==> src/rtl/dff_input_conditioner.sv <==
// Synchronizes and debounces an asynchronous input for the dff d pin.
// Emits one-cycle rise/fall strobes alongside each accepted level change.
module dff_input_conditioner #(
  parameter int SYNC_STAGES     = 2,
  parameter int DEBOUNCE_CYCLES = 4
) (
  input  logic clk,
  input  logic rst,
  input  logic raw_in,
  output logic d_out,
  output logic rise,
  output logic fall,
  output logic busy
);

  localparam int CW = $clog2(DEBOUNCE_CYCLES + 1);
  localparam logic [CW-1:0] CNT_MAX = CW'(DEBOUNCE_CYCLES - 1);

  typedef enum logic [1:0] {
    STABLE_LO = 2'd0,
    CHK_HI    = 2'd1,
    STABLE_HI = 2'd2,
    CHK_LO    = 2'd3
  } state_t;

  logic [SYNC_STAGES-1:0] sync_q;
  logic                   s;

  state_t        state, state_n;
  logic [CW-1:0] cnt, cnt_n;
  logic          d_n, rise_n, fall_n;

  always_ff @(posedge clk) begin
    if (rst) begin
      sync_q <= '0;
    end else begin
      sync_q <= {sync_q[SYNC_STAGES-2:0], raw_in};
    end
  end

  assign s = sync_q[SYNC_STAGES-1];

  always_ff @(posedge clk) begin
    if (rst) begin
      state <= STABLE_LO;
      cnt   <= '0;
      d_out <= 1'b0;
      rise  <= 1'b0;
      fall  <= 1'b0;
    end else begin
      state <= state_n;
      cnt   <= cnt_n;
      d_out <= d_n;
      rise  <= rise_n;
      fall  <= fall_n;
    end
  end

  // A bounce drops straight back to STABLE so the next run counts from 0.
  always_comb begin
    state_n = state;
    cnt_n   = '0;
    d_n     = d_out;
    rise_n  = 1'b0;
    fall_n  = 1'b0;
    unique case (state)
      STABLE_LO: begin
        if (s) state_n = CHK_HI;
      end
      CHK_HI: begin
        if (!s) begin
          state_n = STABLE_LO;
        end else if (cnt == CNT_MAX) begin
          state_n = STABLE_HI;
          d_n     = 1'b1;
          rise_n  = 1'b1;
        end else begin
          cnt_n = cnt + 1'b1;
        end
      end
      STABLE_HI: begin
        if (!s) state_n = CHK_LO;
      end
      CHK_LO: begin
        if (s) begin
          state_n = STABLE_HI;
        end else if (cnt == CNT_MAX) begin
          state_n = STABLE_LO;
          d_n     = 1'b0;
          fall_n  = 1'b1;
        end else begin
          cnt_n = cnt + 1'b1;
        end
      end
      default: begin
        state_n = STABLE_LO;
        d_n     = 1'b0;
      end
    endcase
  end

  assign busy = (state == CHK_HI) || (state == CHK_LO);

endmodule

==> config.mk <==
export PLATFORM = sky130hd
export DESIGN_NAME = dff_input_conditioner
export DESIGN_NICKNAME = d
export VERILOG_FILES = /design/src/rtl/dff_input_conditioner.sv
export SDC_FILE = /design/constraint.sdc
export NUM_CORES = 1
export LEC_CHECK = 0
export ABC_AREA = 1
export BUFFER_PORTS_ARGS = -buffer_cell sky130_fd_sc_hd__buf_2
export CAP_MARGIN = 5
export CORE_AREA = 2 2 39 41
export CTS_CLUSTER_SIZE = 16
export DETAILED_ROUTE_END_ITERATION = 7
export DIE_AREA = 0 0 41 43
export HOLD_SLACK_MARGIN = 0.05
export MAX_ROUTING_LAYER = met4
export PLACE_DENSITY = 0.5
export SLEW_MARGIN = 20
export SYNTH_ARGS = -nofsm -noshare
export SYNTH_HDL_FRONTEND = slang
export SYNTH_SLANG_ARGS = --single-unit
==> constraint.sdc <==
create_clock -name clk -period 1.23 [get_ports clk]
set_input_delay 0.0615 -clock clk [delete_from_list [all_inputs] [get_ports clk]]
set_output_delay 0.0615 -clock clk [all_outputs]
set_load 0.005 [all_outputs]
* Word level (Yosys, flattened, before mapping)
Index checks and enable logic that the tools add are counted.
** Storage, ports and cells
- Bits of input ports :: 3
- Memory bits (writable) :: 0
- Output and inout bits :: 4
- ROM bits :: 0
- Logic and storage cells :: 46
- Bits in latches :: 0
- Bits in registers :: 10
- Memories :: 0
** Cells by class
- $mul :: 0
- Reductions and logical operators :: 7
- $lt $le $gt $ge :: 0
- Div/mod/pow operators :: 0
- Eq/ne operators :: 12
- Add/subtract/negate cells :: 1
- Mux-type cells :: 17
- Shift-type cells :: 0
- Bitwise logic cells :: 3
** Operator list (number)
- $mux 2 :: 6
- $ne 2x2->1 const B :: 6
- $mux 3 :: 3
- $pmux 2 s4 :: 1
- $ne 3x3->1 const B :: 2
- $pmux 3 s2 :: 1
- $reduce_or 3->1 :: 2
- $mux 1 :: 5
- $reduce_and 5->1 :: 1
- $eq 2x2->1 const B :: 2
- $reduce_and 4->1 :: 1
- $add 3x1->3 const B :: 1
- $eq 3x2->1 const B :: 1
- $not 1->1 :: 3
- $eq 2x1->1 const B :: 1
- $logic_not 2->1 :: 1
- $pmux 1 s2 :: 1
- $reduce_bool 2->1 :: 1
- $logic_or 1x1->1 :: 1

* Depth between registers and ports, before layout
- Depth after elaboration :: 4
- Gate-level depth with buffers :: 6
- Depth with buffers taken out :: 6

* Worst setup path after synthesis
Ideal clock, no wire load.
- Kind :: reg-to-reg
- Start :: register cnt[0]
- End :: register d_out
- Data required time :: 1.116 ns
- Stages on the path, launching flop included :: 7
- Clock period less this slack :: 0.925 ns
- Library setup time :: 0.114 ns
- Slack :: 0.305 ns
- Arrival :: 0.811 ns
- Path buffers :: 0
- Cells stage by stage :: dfxtp_1 ha_1 nand2_2 nor2_1 nand2_1 nand2_1 nand2_1
** On the way
- Cells in the longest elaborated chain, start to end :: 3
- Elaborated cells between the ends (all ways) :: 4
- Those cells by class :: 3 x eq/ne; 1 x reduce/logical
** RTL lines
- from (decl) :: RTL line 30 : logic [CW-1:0] cnt, cnt_n;
- from (signal assigned) :: RTL line 52 : cnt <= cnt_n;
- $eq 3x2->1 (*) :: RTL line 73, 87
- $ne 2x2->1 (no source line)
- $reduce_and 5->1 (no source line) (*)
- to (signal assigned) :: RTL line 53 : d_out <= d_n;
- to (decl) :: RTL line 10 : output logic d_out,
Every way passes the cells marked *; elsewhere a longest branch is shown, timed or not.
A chain may end at the register's enable or synchronous reset.

* Worst setup path after layout
Same ends and word-level chain as after synthesis.

==> flow_summary_export.csv <==
group,metric,value,unit
worst_setup_path,cp_max_fo,3,
floorplan,die_w,41,um
layout,fill_cells,146,
floorplan,rows,14,
sta,tns,0,ps
yosys,syn-cell-area,388,sq um
global_route,grt_pass1_wl,959,um
layout,areaGrowthSynthToFinish,20.3,%
detailed_routing,wire_per_inst,7.33,um
placed_design,place_congestion,0.680,
yosys,synth_top_area_share,51.6,%
cts,htreeDepth,1,
placed_design,io_buffer_count,6,
worst_setup_path,critPathLaunchType,"flip-flop",
status,outcome,"finished, final reports clean",
detailed_routing,dr.pass1.iters,2,
run,max_cap_violations,0,
yosys,yosys_warnings,0,
detailed_routing,vias,291,
floorplan,io_pins,7,
sta,rsz0062_at_grt,"false",
yosys,synth.distinct_cells,13,
sta,final.period_utilization,81.7,%
yosys,yosysTopAreaCell,"dfxtp_1",
worst_setup_path,reg2reg_from,"cnt[0]",
detailed_routing,drc_errors,0,
detailed_routing,wl,550,um
global_route,grt_max_degree,7,
yosys,ys_seq_area_share,51.6,%
global_route,first_global_vias,261,
layout,drive_above_1_share,25.4,%
sta,holdWs,60.4,ps
layout,nets,65,
yosys,ys_ff_latch,10,
pwr,ir_drop,0.323,mV
floorplan,die_y,43,um
cts,clk_latency,260,ps
cts,clk_pin_slew,70,ps
layout,num_antenna_cells,0,
detailed_routing,vias_per_cell,3.88,
floorplan,start_util,28.0,%
worst_setup_path,cp.arrival,1170,ps
global_route,grt_usage,9.18,%
cts,cts_buffers,3,
pwr,power_density,1220,nW/um^2
yosys,synthCells,50,
sta,clock.fmax,995,MHz
pwr,total_leakage_power,0.000231,uW
worst_setup_path,startpoint,"cnt[0]",
min_path,hp-start,"rst",
yosys,synthTopCellsByArea,"dfxtp_1 (52%), inv_1 (9.7%), nor2_1 (9.7%)",
sta,finalHoldViolCount,0,
cts,cts_buffer_depth,2,
floorplan,die_area,1760,sq um
worst_setup_path,cp-end-kind,"flip-flop",
sta,slew_headroom,90.8,%
floorplan,core_area,1380,sq um
sta,worst_clock_skew,6.92,ps
cts,ctsResizeCount,0,
cts,clkSinkCount,10,
sta,final-setup-viol-count,0,
cts,postCtsHoldBufs,1,
worst_setup_path,critical_path_class,"flip-flop to flip-flop",
cts,root_buffer,"clkbuf_4",
placed_design,hpwl,426,um
detailed_routing,drt_iter0_drc,5,
min_path,hold_class,"primary input to flip-flop",
layout,final_cell_mix,"inv_1 (10), nor2_1 (10), dfxtp_1 (10)",
yosys,synth_fp_nets,54,
yosys,syn_avg_cell_area,7.76,sq um
global_route,grt-ovfl-total,0,
global_route,antenna_found_initial,0,
sta,worst_slew_pin_slew,137,ps
cts,cts_tree,"yes",
sta,fin_crit,1010,ps
detailed_routing,drtAntennaViolNets,0,
sta,slew_violations,0,
worst_setup_path,required,1390,ps
cts,post_cts_buffers,0,
## per-stage QoR
stage | total power (uW) | util [%] | instance area, sq um | worst slack, ps | instances
3_3_place_gp | 355 | 31.4 | 434 | 241 | 71
3_5_place_dp | 355 | 31.4 | 434 | 214 | 71
5_1_grt | 608 | 33.7 | 467 | 61.2 | 75
4_1_cts | 579 | 33.7 | 467 | 205 | 75
2_1_floorplan | 347 | - | 388 | 305 | 50
6_report | 569 | 33.7 | 467 | 225 | 75
## synth_stat cells
cell type and count:
dfxtp_1 10, inv_1 10, nor2_1 10, nand2_1 8, inv_2 2, nand2_2 2
nand3b_1 2, clkbuf_1 1, ha_1 1, nand3_1 1, nand3_2 1, nor2_4 1
nor3_1 1
## logic make-up (layout without fill, tap and decap cells)
logic type | count (synthesis) | count (layout) | share of synthesized area (%)
flops | 10 | 10 | 51.6
fa+ha+maj | 1 | 1 | 3.23
simple gates | 26 | 26 | 32.6
buf+inv | 13 | 22 | 12.6
## routing by layer
| layer | GRT usage, % | part of all wire, % |
|---|---|---|
| met2 | 10.9 | 47 |
| met5 | - | 0 |
| met3 | 4.71 | 3.6 |
| met4 | 10.0 | 2.7 |
| met1 | 9.71 | 47 |
## critical path, stage by stage, from the launching register on
cell and delay [ps]:
dfxtp_1 330, ha_1 200, nand2_2 80, nor2_1 120, nand2_1 70, nand2_1 50
nand2_1 40
## flip-flops by register name, indices dropped and copies added, names as in the netlist, named ones only
signal	cells
cnt	3
sync_q	2
d_out	1
fall	1
rise	1
state	1
## cell type report
| type | count | area (sq um) | area share (%) |
|---|---|---|---|
| clock buffers | 3 | 22.5 | 4.83 |
| inverters | 12 | 45.0 | 9.65 |
| multi-input cells | 27 | 139 | 29.8 |
| flip-flops and latches | 10 | 200 | 42.9 |
| well taps | 16 | 20.0 | 4.29 |
| repair buffers | 7 | 40.0 | 8.58 |
## where the power goes
part | internal [uW] | switching, uW | leakage [uW] | total (uW)
clock | 113 | 107 | 0.0000138 | 220
combinational | 8.64 | 10.8 | 0.000136 | 19.5
sequential | 328 | 2.13 | 0.0000810 | 330
## path summary, 6_finish.rpt
path                             endpoint  slack, ps  depth (start not counted)
worst max-delay path                d_out        220                          6
worst min-delay path            sync_q[0]         60                          2
worst max register to register      d_out        220                          6
worst min register to register  sync_q[1]        410                          2
No activity file was read; power rests on OpenSTA's default activity.
